==> src/rtl/alu_muldiv_unit.sv <==
// Iterative RV32M/RV64M multiply/divide unit: shift-add multiply and restoring divide,
// one bit per cycle, valid/ready on both sides, result held until consumed.
//
// state | meaning
// IDLE  | waiting for operands, in_ready high
// MUL   | shift-add multiply, XLEN iterations
// DIV   | restoring divide, XLEN iterations
// DONE  | result registered, waiting for out_ready
module alu_muldiv_unit #(
    parameter int XLEN  = 32,
    parameter int CNT_W = $clog2(XLEN) + 1
) (
    input  logic            clk,
    input  logic            rst,
    input  logic            in_valid,
    output logic            in_ready,
    input  logic [2:0]      op,
    input  logic [XLEN-1:0] SrcA,
    input  logic [XLEN-1:0] SrcB,
    output logic            out_valid,
    input  logic            out_ready,
    output logic [XLEN-1:0] ALUResult,
    output logic            divzerof,
    output logic            busy
);

    typedef enum logic [1:0] {IDLE, MUL, DIV, DONE} state_t;

    state_t              state;
    logic [1:0]          op_q;
    logic                neg_q;
    logic [XLEN-1:0]     opb_q;
    logic [2*XLEN-1:0]   acc;
    logic [CNT_W-1:0]    cnt;

    logic                a_signed, b_signed, a_neg, b_neg, neg_in;
    logic [XLEN-1:0]     a_mag, b_mag, special_res;
    logic                is_div_zero, is_ovf;
    logic [XLEN:0]       add_sum;
    logic [2*XLEN-1:0]   mul_next, div_next, step_next, prod_fix;
    logic [XLEN:0]       part;
    logic [XLEN-1:0]     diff;
    logic                ge;
    logic [XLEN-1:0]     div_sel, fin_res;

    always_comb begin
        a_signed    = (op == 3'b001) || (op == 3'b010) || (op == 3'b100) || (op == 3'b110);
        b_signed    = (op == 3'b001) || (op == 3'b100) || (op == 3'b110);
        a_neg       = a_signed && SrcA[XLEN-1];
        b_neg       = b_signed && SrcB[XLEN-1];
        a_mag       = a_neg ? -SrcA : SrcA;
        b_mag       = b_neg ? -SrcB : SrcB;
        // remainders take the dividend sign, everything else the XOR of signs
        neg_in      = (op[2] && op[1]) ? a_neg : (a_neg ^ b_neg);
        is_div_zero = op[2] && (SrcB == '0);
        is_ovf      = op[2] && !op[0] && (SrcA == {1'b1, {(XLEN-1){1'b0}}}) && (SrcB == '1);
        if (is_div_zero)
            special_res = op[1] ? SrcA : '1;
        else
            special_res = op[1] ? '0 : SrcA;
    end

    // acc = {high/remainder, multiplier/dividend-quotient}; opb_q = multiplicand/divisor
    always_comb begin
        add_sum  = {1'b0, acc[2*XLEN-1:XLEN]} + (acc[0] ? {1'b0, opb_q} : '0);
        mul_next = {add_sum, acc[XLEN-1:1]};
        part     = {acc[2*XLEN-1:XLEN], acc[XLEN-1]};
        ge       = part >= {1'b0, opb_q};
        diff     = part[XLEN-1:0] - opb_q;
        div_next = ge ? {diff, acc[XLEN-2:0], 1'b1} : {part[XLEN-1:0], acc[XLEN-2:0], 1'b0};
        step_next = (state == MUL) ? mul_next : div_next;
        prod_fix = neg_q ? -step_next : step_next;
        div_sel  = op_q[1] ? step_next[2*XLEN-1:XLEN] : step_next[XLEN-1:0];
        if (state == MUL)
            fin_res = (op_q == 2'b00) ? prod_fix[XLEN-1:0] : prod_fix[2*XLEN-1:XLEN];
        else
            fin_res = neg_q ? -div_sel : div_sel;
    end

    always_ff @(posedge clk) begin
        if (rst) begin
            state     <= IDLE;
            op_q      <= '0;
            neg_q     <= 1'b0;
            opb_q     <= '0;
            acc       <= '0;
            cnt       <= '0;
            in_ready  <= 1'b1;
            out_valid <= 1'b0;
            ALUResult <= '0;
            divzerof  <= 1'b0;
            busy      <= 1'b0;
        end else begin
            case (state)
                IDLE: begin
                    if (in_valid && in_ready) begin
                        op_q     <= op[1:0];
                        neg_q    <= neg_in;
                        opb_q    <= b_mag;
                        in_ready <= 1'b0;
                        busy     <= 1'b1;
                        if (is_div_zero || is_ovf) begin
                            ALUResult <= special_res;
                            divzerof  <= is_div_zero;
                            out_valid <= 1'b1;
                            state     <= DONE;
                        end else begin
                            acc      <= {{XLEN{1'b0}}, a_mag};
                            cnt      <= CNT_W'(XLEN);
                            divzerof <= 1'b0;
                            state    <= op[2] ? DIV : MUL;
                        end
                    end
                end
                MUL, DIV: begin
                    acc <= step_next;
                    cnt <= cnt - 1'b1;
                    if (cnt == CNT_W'(1)) begin
                        ALUResult <= fin_res;
                        out_valid <= 1'b1;
                        state     <= DONE;
                    end
                end
                DONE: begin
                    if (out_ready) begin
                        out_valid <= 1'b0;
                        in_ready  <= 1'b1;
                        busy      <= 1'b0;
                        state     <= IDLE;
                    end
                end
                default: state <= IDLE;
            endcase
        end
    end

endmodule
==> config.mk <==
export PLATFORM = sky130hd
export DESIGN_NAME = alu_muldiv_unit
export DESIGN_NICKNAME = d
export VERILOG_FILES = /design/src/rtl/alu_muldiv_unit.sv
export SDC_FILE = /design/constraint.sdc
export NUM_CORES = 1
export LEC_CHECK = 0
export ABC_AREA = 1
export BUFFER_PORTS_ARGS = -buffer_cell sky130_fd_sc_hd__buf_2
export CORE_MARGIN = 3
export CORE_UTILIZATION = 40
export CTS_CLUSTER_DIAMETER = 40
export DETAILED_ROUTE_END_ITERATION = 6
export PLACE_DENSITY = 0.58
export SLEW_MARGIN = 5
export SYNTH_ARGS = -nofsm -noshare
export SYNTH_HDL_FRONTEND = slang
export SYNTH_SLANG_ARGS = --single-unit
==> constraint.sdc <==
create_clock -name clk -period 6.5 [get_ports clk]
set_clock_uncertainty 0.1 [all_clocks]
set_input_delay 0.975 -clock clk [delete_from_list [all_inputs] [get_ports clk]]
set_output_delay 0.975 -clock clk [all_outputs]
set_load 0.03 [all_outputs]
==> results.md, run 1 <==
- Status: completed
- Clock power frac: 10.6%
- Static Leakage: 9.94 nW
- Vias/cell: 5.58
- Net switching fraction of the power: 62.1%
- Layout Nets: 3479
- Synthesized net count: 3452
- Total Power: 0.0103 W
- Maximum clock frequency: 195 MHz
- Ratio of cells with drive above 1 in the final layout: 9.69%
- Hold path depth: 2
- Most frequent cell on the critical path: nand2_1
- Gr ovfl total: 0
- Routed WL: 77.7 mm
- Area grow syn2layout: 8.38%
- Final instance area: 19700 sq um
- # DRC: 0
- Commonest non-fill, non-tap cell in the layout: nand2_1
- Clk slew on worst S/H paths: 0.07 ns
- Pwr Density: 521 nW/um^2
- Clk buf depth: 2
- Antenna cells: 0
- Fin crit share: 79.1%
- FF-to-FF Start: opb_q[12]$_SDFFE_PP0P_
- Sequential standard cell area: 2870 sq um
- Req. time, crit path: 6.81 ns
- Hold Slack: 0.367 ns
- Multi-input logic area: 13100 sq um
- Slowest cell on crit path: dfxtp_1
- Max H-tree Level: 4
- RSZ-0062 raised after global routing: no
- Reg-to-Reg End: ALUResult[10]$_SDFFE_PP0P_
- Chip height: 219 um
- Area leader, netlist: nand2_1
- Fillers: 4918
- Crit-path max FO: 26
- Post-cts sizing count: 0
- Input/output buffers: 106
- Cell Area, Synth: 18200 sq um
- Final Hold Violating Endpoints: 0
- First-pass GRT wire length: 117 mm
- Die area: 48100 sq um
- DP Area: 19100 sq um
- Antenna violations before repair: 2
- Setup TNS: 0 ns
- Crit path time final: 5.14 ns
- Core Region: 44600 sq um
- Arrival time worst endpoint: 5.45 ns
- Area share of the largest cell type after synthesis: 21.5%
- Part of the power in registers: 13.0%
- CTS Hold Buffers Added: 0
- CTS root buf: clkbuf_16
- Synthesized area per cell: 5.51 sq um
- P_int: 0.00390 W
- Skew-Pair Late Insertion Delay: 0.50 ns
- Critical path capture point type: flip-flop
- I/O pin count: 107
- Worst-margin pin slew: 1.16 ns
- Finish-stage setup viols: 0
- Initial core utilization: 40.8%
- Wire per inst: 19.7 um
- Gate power share: 76.5%
- FF-to-FF path depth: 28
- Hold/Removal Path Class: flip-flop to flip-flop
- Worst hold endpoint: ALUResult[30]$_SDFFE_PP0P_
- Clock sink count: 143
- Sequential area share after synthesis: 15.7%
- Global Route Usage Sum: 31.9%
- Distinct cells, synth: 63
- Hpwl dp: 62.0 mm
- Routed Antenna Nets: 0
- Switch Pwr: 0.00638 W
- Pin count of the biggest net entering global routing: 77
- Worst-case vdd ir drop: 0.503 mV
- Commonest cells after routing, fill and taps aside: 1041 x nand2_1, 423 x inv_1, 320 x nor2_1, 242 x a21oi_1, 234 x nand3_1
- Seq cells post-synth: 143
- Yosys warning count: 0
- Critical path class: flip-flop to flip-flop
- Vias: 22000
- Placer congestion estimate: 1.00
- Die span in x: 219 um
- Setup bufs post-CTS: 0
- Critical Path Source Type: flip-flop
- Vias in the first global route: 19600
- Final Slew Violations: 0
- Inserted Clock Buffers: 17
- Cell count after synthesis: 3305
- Max-cap viol count: 0
- CTS tree: built
- Rows: 77
- Max incr delay on CP: 0.46 ns
- DRT Pass-1 Iters: 6
- Rel. slew slack: 22.5%
- Drt initial violations: 2381
- Reg-to-reg slack, setup: 1.36 ns
- Largest cells by area after synthesis: nand2_1 21%, dfxtp_1 16%, inv_1 8.8%
- Min-delay src: ALUResult[30]$_SDFFE_PP0P_
## cell families after synthesis
family	count (synthesis)	share of synthesized area, %
AOI/OAI and AO/OA	567	17.7
xor gates and xnor gates	95	4.57
adders and majority gates	80	5.52
buffers and inverters	575	12.6
DFF	143	15.7
and+or+nand+nor	1845	43.9
## final cells by class
type	count	share of cell area, %
timing repair buffer	135	3.80
clock buffer	19	2.19
inverter	448	8.52
sequential	143	14.5
clock inverter	13	0.906
multi-input combinational	2587	66.3
tap	592	3.75
## power by group through the flow
stage	Sequential (W)	Clock [W]	Combinational, W
6_report	0.00134	0.00108	0.00786
5_1_grt	0.00136	0.00113	0.00860
4_1_cts	0.00133	0.00109	0.00765
3_5_place_dp	0.00134	0	0.00761
3_3_place_gp	0.00134	0	0.00761
2_1_floorplan	0.00137	0	0.00537
## flip-flops by register name (all words and copies together) (netlist names)
name and cells:
acc 64, ALUResult 32, opb_q 32, cnt 6, op_q 2, state 2, busy 1, divzerof 1
in_ready 1, neg_q 1, out_valid 1
## layer usage
layer | wire length [um] | vias up | global-route usage, %
li1 | - | 10700 | -
met1 | 36800 | 10200 | 47.7
met2 | 31800 | 973 | 46.3
met3 | 6940 | 102 | 5.26
met4 | 2140 | 2 | 9.46
met5 | 13 | - | 0
## synth_stat cells (all sizes together)
master,n
nand2,1082
inv,447
nor2,352
a21oi,251
nand3,249
o21ai,187
dfxtp,143
ha,74
clkbuf,73
nor3,59
xor2,59
buf,53
nand4,50
a31oi,38
xnor2,36
nand3b,29
o21bai,22
or2,13
o211ai,12
a211oi,10
o21a,8
o31ai,8
nor4,7
o221ai,7
a21o,6
o22ai,5
maj3,4
a21boi,3
a22oi,3
o41ai,3
a311oi,2
fa,2
a31o,1
and2,1
and3,1
clkinv,1
dlygate4sd1,1
nor3b,1
o311ai,1
or3,1
## critical path: cells and delay by family, from the launching register on
| kind | cells | cell delay [ns] |
|---|---|---|
| buf+inv | 3 | 0.22 |
| compound gates | 5 | 0.82 |
| simple gates | 18 | 2.83 |
| fa+ha+maj | 2 | 0.58 |
| flops | 1 | 0.46 |
## per-stage QoR
| stage | utilization [%] | setup slack, ns | cells |
|---|---|---|---|
| 3_5_place_dp | 42.9 | 1.55 | 3905 |
| 2_1_floorplan | - | 2.79 | 3305 |
| 6_report | 44.3 | 1.36 | 3937 |
| 3_3_place_gp | 42.9 | 1.64 | 3905 |
| 4_1_cts | 44.3 | 1.52 | 3937 |
| 5_1_grt | 44.3 | 0.994 | 3937 |
## worst max-delay path by stage
| stage | startpoint | to | cells after the start |
|---|---|---|---|
| 2_1_floorplan | opb_q[27]$_SDFFE_PP0P_ | ALUResult[22]$_SDFFE_PP0P_ | 29 |
| 3_3_place_gp | opb_q[17]$_SDFFE_PP0P_ | ALUResult[30]$_SDFFE_PP0P_ | 29 |
| 3_5_place_dp | opb_q[12]$_SDFFE_PP0P_ | ALUResult[22]$_SDFFE_PP0P_ | 29 |
| 4_1_cts | opb_q[12]$_SDFFE_PP0P_ | ALUResult[30]$_SDFFE_PP0P_ | 29 |
| 5_1_grt | opb_q[15]$_SDFFE_PP0P_ | ALUResult[30]$_SDFFE_PP0P_ | 29 |
| 6_report | opb_q[12]$_SDFFE_PP0P_ | ALUResult[10]$_SDFFE_PP0P_ | 28 |
(Power assumes the default switching activity.)
==> run 2: changes to the inputs <==
clock period = 4.75 ns   (was 6.5 ns; I/O delays follow)
==> run 2 against run 1 <==
First-iteration DRC count is 20% higher. Routed wire length is 8.3% higher. Combinational power is 51% higher. Setup slack worse by 1.2 ns. Final cell count is 3.0% higher. Hold slack worse by 0.0029 ns. Critical path depth stayed put. Cell area is 4.3% higher. Clock power is 23% higher. Critical path type unchanged.
==> results.md, run 2 (synthesis gave the netlist of run 1 again) <==
- Status: completed
- Rows: 77
- RSZ-0062 raised after global routing: no
- Setup WS post-layout: 0.191 ns
- Input/output buffers: 106
- Vias: 22700
- Critical path capture point type: flip-flop
- CTS Hold Buffers Added: 0
- Setup TNS: 0 ns
- Final instance area: 20600 sq um
- Req. time, crit path: 4.98 ns
- Initial core utilization: 40.8%
- Static Leakage: 10.5 nW
- Final Hold Violating Endpoints: 0
- Clock sink count: 143
- Final Slew Violations: 0
- Max reg flops: 64
- Finish-stage setup viols: 0
- Area grow syn2layout: 13.0%
- Clk buf depth: 2
- Antenna violations before repair: 3
- Max incr delay on CP: 0.37 ns
- Gr ovfl total: 0
- Rel. slew slack: 19.8%
- I/O pin count: 107
- Pwr Density: 730 nW/um^2
- DP Area: 20000 sq um
- Worst-case vdd ir drop: 0.491 mV
- Most flop-heavy register: acc
- Layout Nets: 3598
- Biggest regs: acc x64, ALUResult x32, opb_q x32
- DRT Pass-1 Iters: 6
- Max-cap viol count: 0
- Skew-Pair Late Insertion Delay: 0.48 ns
- Fin crit share: 96.0%
- CTS root buf: clkbuf_16
- Commonest cells after routing, fill and taps aside: 1041 x nand2_1, 424 x inv_1, 317 x nor2_1, 242 x a21oi_1, 234 x nand3_1
- Dpl ws: 0.301 ns
- Arrival time worst endpoint: 4.79 ns
- CTS tree: built
- Core Region: 44600 sq um
- Total Power: 0.0150 W
- Ratio of cells with drive above 1 in the final layout: 12.9%
- Die area: 48100 sq um
- Vias in the first global route: 20600
- Commonest non-fill, non-tap cell in the layout: nand2_1
- Max H-tree Level: 4
- Clk slew on worst S/H paths: 0.07 ns
- Hpwl dp: 68.0 mm
- Routed Antenna Nets: 0
- Drt initial violations: 2855
- Dpl cells: 4024
- Die span in x: 219 um
- Placer congestion estimate: 1.01
- Worst-margin pin slew: 1.20 ns
- Critical path class: flip-flop to flip-flop
- Chip height: 219 um
- Post-Layout Cell Count: 4057
- # DRC: 0
- Global Route Usage Sum: 34.6%
- Reg-to-reg slack, setup: 0.19 ns
- Fillers: 4890
- Inserted Clock Buffers: 17
- Critical Path Source Type: flip-flop
- Pin count of the biggest net entering global routing: 61
- Vias/cell: 5.59
- First-pass GRT wire length: 126 mm
- Wire per inst: 20.7 um
- Multi-input logic area: 13100 sq um
- Hold/Removal Path Class: flip-flop to flip-flop
- Slowest cell on crit path: ha_1
- Routed WL: 84.2 mm
- Maximum clock frequency: 219 MHz
- Crit path time final: 4.56 ns
- Crit-path max FO: 27
- Sequential standard cell area: 2870 sq um
- Most frequent cell on the critical path: nand2_1
==> run 2: cell count changes in the layout (fill, tap and decap cells not counted), moves of 2 or more <==
cell,delta
buf_4,+118
clkinv_2,+4
bufinv_16,-3
inv_6,+3
nor2_1,-3
nor2_2,+3
clkbuf_1,-2
clkinvlp_4,-2
diode_2,+2
==> run 2: power by group <==
part	internal [W]	leakage, nW	switching (W)
combinational	0.00363	9.07	0.00829
clock	0.000686	0.269	0.000641
sequential	0.00153	1.17	0.000243
total	0.00585	10.5	0.00918
==> run 2: cell type report <==
| class | count | share of cell area [%] |
|---|---|---|
| inverters | 448 | 8.17 |
| well taps | 592 | 3.60 |
| clock inverters | 13 | 0.486 |
| multi-input cells | 2587 | 63.6 |
| repair buffers | 254 | 8.05 |
| diodes | 2 | 0.0243 |
| clock buffers | 18 | 2.13 |
| flip-flops and latches | 143 | 13.9 |
==> run 2: critical path, delay by kind of cell (launching register included) <==
kind | cells | cell delay [ns]
adder cells (fa/ha/maj) | 1 | 0.37
AND/OR/NAND/NOR | 20 | 2.81
buffers and inverters | 5 | 0.63
AO/OA/AOI/OAI | 2 | 0.17
flip-flops | 1 | 0.33
==> run 2: repair_timing <==
| item | CTS | global route |
|---|---|---|
| hold endpoints to repair | 0 | 0 |
| setup endpoints to repair | 0 | 9 |
| gates resized for setup | 0 | 4 |
| buffers inserted | 0 | 0 |
==> run 2: final timing paths <==
| kind | depth (start not counted) | from | endpoint |
|---|---|---|---|
| min reg2reg | 2 | ALUResult[20]$_SDFFE_PP0P_ | ALUResult[20]$_SDFFE_PP0P_ |
| max | 28 | opb_q[8]$_SDFFE_PP0P_ | ALUResult[17]$_SDFFE_PP0P_ |
| max reg2reg | 28 | opb_q[8]$_SDFFE_PP0P_ | ALUResult[17]$_SDFFE_PP0P_ |
| min | 2 | ALUResult[20]$_SDFFE_PP0P_ | ALUResult[20]$_SDFFE_PP0P_ |
==> run 2: per-stage QoR <==
| stage | utilization [%] | hold slack, ns |
|---|---|---|
| finish | 46.1 | 0.364 |
| floorplan | - | 0.352 |
| CTS | 46.1 | 0.364 |
| global route | 46.1 | 0.379 |
| global placement | 44.9 | 0.349 |
| detailed placement | 44.9 | 0.353 |
==> run 2: layer usage <==
layer | vias up | track usage [%] | part of all wire, %
met3 | 114 | 7.09 | 9.9
li1 | 10900 | - | -
met1 | 10500 | 51.6 | 47
met2 | 1105 | 50.5 | 41
met5 | - | 0 | 0
met4 | 0 | 7.91 | 2.3
